$ cat src/rtl/pads_out_pkg.sv
// Shared types and defaults for the output-pad sequencer slice.
// Default channel map: [3:0] led, 4 spi_mosi, 5 spi_sck, 6 spi_ss, 7 uart_sout, 8 boot_sequence_done.
package pads_out_pkg;

    typedef enum logic [1:0] {
        HOLD,
        RELEASE,
        RUN
    } state_t;

    localparam int unsigned CH_LED0      = 0;
    localparam int unsigned CH_LED1      = 1;
    localparam int unsigned CH_LED2      = 2;
    localparam int unsigned CH_LED3      = 3;
    localparam int unsigned CH_SPI_MOSI  = 4;
    localparam int unsigned CH_SPI_SCK   = 5;
    localparam int unsigned CH_SPI_SS    = 6;
    localparam int unsigned CH_UART_SOUT = 7;
    localparam int unsigned CH_BOOT_DONE = 8;

    localparam int unsigned DEFAULT_N_CH     = 9;
    localparam logic [8:0]  DEFAULT_SAFE_VAL = 9'h0C0;

    // Counter width for a modulo-m counter, never narrower than one bit.
    function automatic int unsigned cnt_width(input int unsigned m);
        return (m <= 2) ? 1 : $clog2(m);
    endfunction

endpackage

$ cat src/rtl/pads_out_stagger_cnt.sv
// Modulo-MOD counter with synchronous clear; tick marks the last count of each period.
module pads_out_stagger_cnt
    import pads_out_pkg::*;
#(
    parameter int unsigned MOD = 4,
    parameter int unsigned W   = cnt_width(MOD)
) (
    input  logic clk,
    input  logic rst_n,
    input  logic clr,
    input  logic en,
    output logic tick
);

    localparam logic [W-1:0] LAST = W'(MOD - 1);

    logic [W-1:0] cnt;

    always_ff @(posedge clk or negedge rst_n) begin
        if (!rst_n) begin
            cnt <= '0;
        end else if (clr) begin
            cnt <= '0;
        end else if (en) begin
            if (cnt == LAST) begin
                cnt <= '0;
            end else begin
                cnt <= cnt + W'(1);
            end
        end
    end

    always_comb begin
        tick = en && !clr && (cnt == LAST);
    end

endmodule

$ cat src/rtl/pads_out_seq.sv
// Registered output-pad sequencer: safe hold, staggered hand-over to the core, then pass-through.
// Optional walk-test pattern in HOLD under `define PADS_OUT_WALK_TEST_EN. Release request port is release_req (release is reserved).
module pads_out_seq
    import pads_out_pkg::*;
#(
    parameter int unsigned     N_CH        = DEFAULT_N_CH,
    parameter int unsigned     STAGGER_CYC = 4,
    parameter logic [N_CH-1:0] SAFE_VAL    = N_CH'(DEFAULT_SAFE_VAL)
) (
    input  logic            clk,
    input  logic            rst_n,
    input  logic            release_req,
    input  logic            force_safe,
`ifdef PADS_OUT_WALK_TEST_EN
    input  logic            walk_test,
`endif
    input  logic [N_CH-1:0] core_i,
    output logic [N_CH-1:0] pad_o,
    output logic [N_CH-1:0] rel_mask,
    output logic            released_all,
    output logic            busy
);

    state_t          state;
    logic            go;
    logic            stag_clr;
    logic            stag_tick;
    logic [N_CH-1:0] mask_shift;
    logic [N_CH-1:0] hold_pat;

    always_comb begin
        go         = release_req && !force_safe;
        stag_clr   = (state != RELEASE) || !go;
        mask_shift = (rel_mask << 1) | N_CH'(1);
    end

    pads_out_stagger_cnt #(
        .MOD (STAGGER_CYC)
    ) u_stagger (
        .clk   (clk),
        .rst_n (rst_n),
        .clr   (stag_clr),
        .en    (1'b1),
        .tick  (stag_tick)
    );

    always_ff @(posedge clk or negedge rst_n) begin
        if (!rst_n) begin
            state        <= HOLD;
            rel_mask     <= '0;
            released_all <= 1'b0;
            busy         <= 1'b0;
        end else begin
            case (state)
                HOLD: begin
                    if (go) begin
                        rel_mask <= N_CH'(1);
                        // A single channel is fully released by the first grant.
                        if (N_CH == 1) begin
                            state        <= RUN;
                            released_all <= 1'b1;
                            busy         <= 1'b0;
                        end else begin
                            state        <= RELEASE;
                            released_all <= 1'b0;
                            busy         <= 1'b1;
                        end
                    end
                end
                RELEASE: begin
                    if (!go) begin
                        state        <= HOLD;
                        rel_mask     <= '0;
                        released_all <= 1'b0;
                        busy         <= 1'b0;
                    end else if (stag_tick) begin
                        rel_mask <= mask_shift;
                        if (&mask_shift) begin
                            state        <= RUN;
                            released_all <= 1'b1;
                            busy         <= 1'b0;
                        end
                    end
                end
                RUN: begin
                    if (!go) begin
                        state        <= HOLD;
                        rel_mask     <= '0;
                        released_all <= 1'b0;
                        busy         <= 1'b0;
                    end
                end
                default: begin
                    state        <= HOLD;
                    rel_mask     <= '0;
                    released_all <= 1'b0;
                    busy         <= 1'b0;
                end
            endcase
        end
    end

`ifdef PADS_OUT_WALK_TEST_EN
    logic            walk_active;
    logic            walk_tick;
    logic [N_CH-1:0] walk;

    always_comb begin
        walk_active = (state == HOLD) && walk_test;
    end

    pads_out_stagger_cnt #(
        .MOD (STAGGER_CYC)
    ) u_walk_cnt (
        .clk   (clk),
        .rst_n (rst_n),
        .clr   (!walk_active),
        .en    (1'b1),
        .tick  (walk_tick)
    );

    always_ff @(posedge clk or negedge rst_n) begin
        if (!rst_n) begin
            walk <= N_CH'(1);
        end else if (!walk_active) begin
            walk <= N_CH'(1);
        end else if (walk_tick) begin
            walk <= (walk << 1) | (walk >> (N_CH - 1));
        end
    end

    always_comb begin
        hold_pat = walk_active ? (SAFE_VAL ^ walk) : SAFE_VAL;
    end
`else
    always_comb begin
        hold_pat = SAFE_VAL;
    end
`endif

    always_ff @(posedge clk or negedge rst_n) begin
        if (!rst_n) begin
            pad_o <= SAFE_VAL;
        end else begin
            pad_o <= (rel_mask & core_i) | (~rel_mask & hold_pat);
        end
    end

endmodule

$ cat config.mk
export PLATFORM = sky130hd
export DESIGN_NAME = pads_out_seq
export DESIGN_NICKNAME = d
export VERILOG_FILES = /design/src/rtl/pads_out_pkg.sv /design/src/rtl/pads_out_stagger_cnt.sv /design/src/rtl/pads_out_seq.sv
export SDC_FILE = /design/constraint.sdc
export NUM_CORES = 1
export LEC_CHECK = 0
export ABC_AREA = 1
export CORE_MARGIN = 1.5
export CORE_UTILIZATION = 30
export CTS_BUF_LIST = sky130_fd_sc_hd__clkbuf_8 sky130_fd_sc_hd__clkbuf_16
export CTS_CLUSTER_DIAMETER = 150
export DETAILED_ROUTE_END_ITERATION = 8
export SETUP_SLACK_MARGIN = 0.1
export SLEW_MARGIN = 20
export SYNTH_ARGS = -nofsm -noshare
export SYNTH_HDL_FRONTEND = slang
export SYNTH_SLANG_ARGS = --single-unit
$ cat constraint.sdc
create_clock -name clk -period 1.1 [get_ports clk]
set_input_delay 0.165 -clock clk [delete_from_list [all_inputs] [get_ports clk]]
set_output_delay 0.165 -clock clk [all_outputs]
set_load 0.05 [all_outputs]
==> impl_metrics.py <==
metrics = {
    "sta": {
        "hold_viol": 0,
        "tightestPinTransition_ps": 226,
        "fin_ws_ps": -141,
        "rsz0062_at_grt": "yes",
        "finalSetupViolCount": 24,
        "post-route-period-util_pct": 113,
        "slew_headroom_pct": 84.8,
        "fin_tns_setup_ps": -1600,
        "period_minus_slack_ps": 1240,
        "finalClockSkew_ps": 5.27,
        "final_max_slew_viol_count": 0,
        "clock.fmax_ghz": 0.806,
    },
    "die": {
        "die_w_um": 60.9,
        "dieHeight_um": 60.9,
        "initial_core_util_pct": 32.2,
        "core_area_um2": 3130,
        "rows": 20,
        "ios": 33,
        "dieArea_um2": 3710,
    },
    "synth": {
        "synth_top_area_share_pct": 52.2,
        "avgSynthCellArea_um2": 9.77,
        "yosys-top-cells-area": "dfrtp_1, nand2_1, o21ai_2",
        "synth_nets": 117,
        "synth_seq_area_share_pct": 57.5,
        "ys_top_cells_by_count": "nand2_1, dfrtp_1, inv_1, o21ai_2, nor2_1",
        "synth-seq-cells": 23,
        "synth_flop_cell": "dfrtp_1",
        "async_reset_ff_share_pct": 100,
        "ys_warn_count": 0,
        "yosys.area.top_type": "dfrtp_1",
        "yosysMostFrequentCell": "nand2_1",
        "synth_area_um2": 1010,
        "synth_edf_count": 0,
        "synthCells": 103,
        "ys_types": 18,
    },
    "clock_tree": {
        "clock_latency_ps": 270,
        "htree_num_levels": 1,
        "cts_tree": "yes",
        "clkSlewWorstSetupHoldPaths_ps": 80,
        "cts_buffer_depth": 2,
        "cts_buffers": 3,
        "cts_sinks": 23,
        "clockRootBuffer": "clkbuf_8",
    },
    "grt": {
        "antenna_found_initial": 0,
        "grt_pass1_wl_um": 4050,
        "gr-total-overflow": 0,
        "first_global_vias": 940,
        "grt_max_degree": 24,
        "grt_usage_pct": 15.3,
    },
    "worst_hold_path": {
        "hold_class": "input port to async pin",
    },
    "finish": {
        "design_area_um2": 1980,
        "drive_gt1_share_pct": 56.0,
        "seqCellArea_um2": 589,
        "n_antenna_cell": 0,
        "multiInputGateArea_um2": 418,
        "area_growth_pct": 96.6,
        "utilization_pct": 63.2,
        "nFillCells": 243,
        "fin_nets": 183,
    },
    "flow_run": {
        "cap_violations": 0,
    },
    "setup_path": {
        "crit_fanout": 4,
        "critical_path_class": "flop to flop",
        "critPathRequiredTime_ps": 1320,
        "start_kind": "flop",
        "arrival_ps": 1460,
        "endpoint_kind": "flop",
    },
    "status": {
        "status": "finished with violations",
        "failed_checks": "negative setup slack",
    },
    "routing": {
        "drt-total-wl_um": 2540,
        "vias": 922,
        "post-route-drc-count": 0,
        "wl_per_cell_um": 12.0,
        "drt_iter0_markers": 6,
        "vias_per_cell": 4.35,
        "antenna_left": 0,
        "dr.pass1.iters": 4,
    },
    "power": {
        "power_density_nw_per_um2": 1060,
        "finalPower_mw": 2.11,
        "p_leak_nw": 0.943,
        "vdd_drop_max_mv": 0.658,
    },
    "placement": {
        "globalplace.congestion": 0.767,
        "port_buffers": 32,
        "postPlaceCellArea_um2": 1720,
        "hpwl_um": 1710,
        "pre_cts_ws_ps": -411,
    },
}
-- state kept, by name, summed over array words and instances, names as in the netlist --
| register | cells |
|---|---|
| pad_o | 9 |
| busy | 1 |
| state | 1 |
| rel_mask | 9 |
| released_all | 1 |
| u_stagger.cnt | 2 |
-- what timing repair did --
action,4_1_cts,5_1_grt
setup buffers,12,2
endpoints found under the setup margin,27,34
resized for setup,20,5
hold buffers,0,0
cloned,0,0
pin swaps,4,7
-- metrics by stage --
| step | hold slack (ps) | instances |
|---|---|---|
| 2_1_floorplan | -131 | 103 |
| 3_3_place_gp | 422 | 194 |
| 3_5_place_dp | 427 | 194 |
| 4_1_cts | 256 | 210 |
| 5_1_grt | 249 | 212 |
| 6_report | 242 | 212 |
-- final cells by class --
type                       count  area share [%]
timing repair buffer          63            41.0
clock inverter                 1           0.253
sequential                    23            29.8
tap                           44            2.78
clock buffer                   3            2.09
inverter                      15            2.97
multi-input combinational     63            21.1
-- per-layer routing --
| metal | routed length, um | up-vias | GRT usage, % | share of wire, % |
|---|---|---|---|---|
| met5 | 0 | - | 0 | 0 |
| met4 | 78 | 0 | 8.70 | 3.1 |
| met3 | 144 | 9 | 2.56 | 5.7 |
| met2 | 1350 | 36 | 27.3 | 53 |
| met1 | 967 | 436 | 17.2 | 38 |
| li1 | - | 441 | - | - |
-- cell usage in the layout, fill, tap and decap left out, types with 5 or more instances in the layout --
cell and n:
dfrtp_1 12, o21ai_2 8, buf_6 12, buf_4 18, nand2_1 34, dfrtp_2 9, clkdlybuf4s50_1 12, nand2_4 5
buf_12 21, inv_1 12
-- critical path, cell delays in order (launching register included) --
cell	delay, ps
dfrtp_1	410
inv_4	110
nor2_4	60
o21ai_4	230
buf_6	140
nand4_1	120
nand2_1	100
-- report_power, final --
group / leakage, nW / switching [mW] / internal [mW]
Sequential: 0.296 / 0.0368 / 0.878
Clock: 0.0255 / 0.283 / 0.254
Combinational: 0.622 / 0.332 / 0.322
Total: 0.943 / 0.651 / 1.45
-- logic make-up (layout without fill, tap and decap cells) --
group                    after synthesis  in the layout  share of synthesized area, %
buffers and inverters                 17             82                          8.33
adder cells (fa/ha/maj)                1              1                          1.24
AO/OA/AOI/OAI                         10             10                          9.21
flip-flops                            23             23                          57.5
AND/OR/NAND/NOR                       52             52                          23.8
-- path summary, 6_finish.rpt --
check	start	end	slack (ps)	depth (start not counted)
max reg2reg	state[1]$_DFFE_PN0P_	state[1]$_DFFE_PN0P_	-140	6
max	state[1]$_DFFE_PN0P_	state[1]$_DFFE_PN0P_	-140	6
max in group asynchronous	rst_n	pad_o[7]$_DFF_PN1_	640	2
min in group clk	core_i[7]	pad_o[7]$_DFF_PN1_	380	3
min reg2reg	u_stagger.cnt[0]$_DFF_PN0_	u_stagger.cnt[0]$_DFF_PN0_	440	1
min	rst_n	rel_mask[1]$_DFFE_PN0P_	240	2
Note: power is estimated with default switching activity, not from simulation.
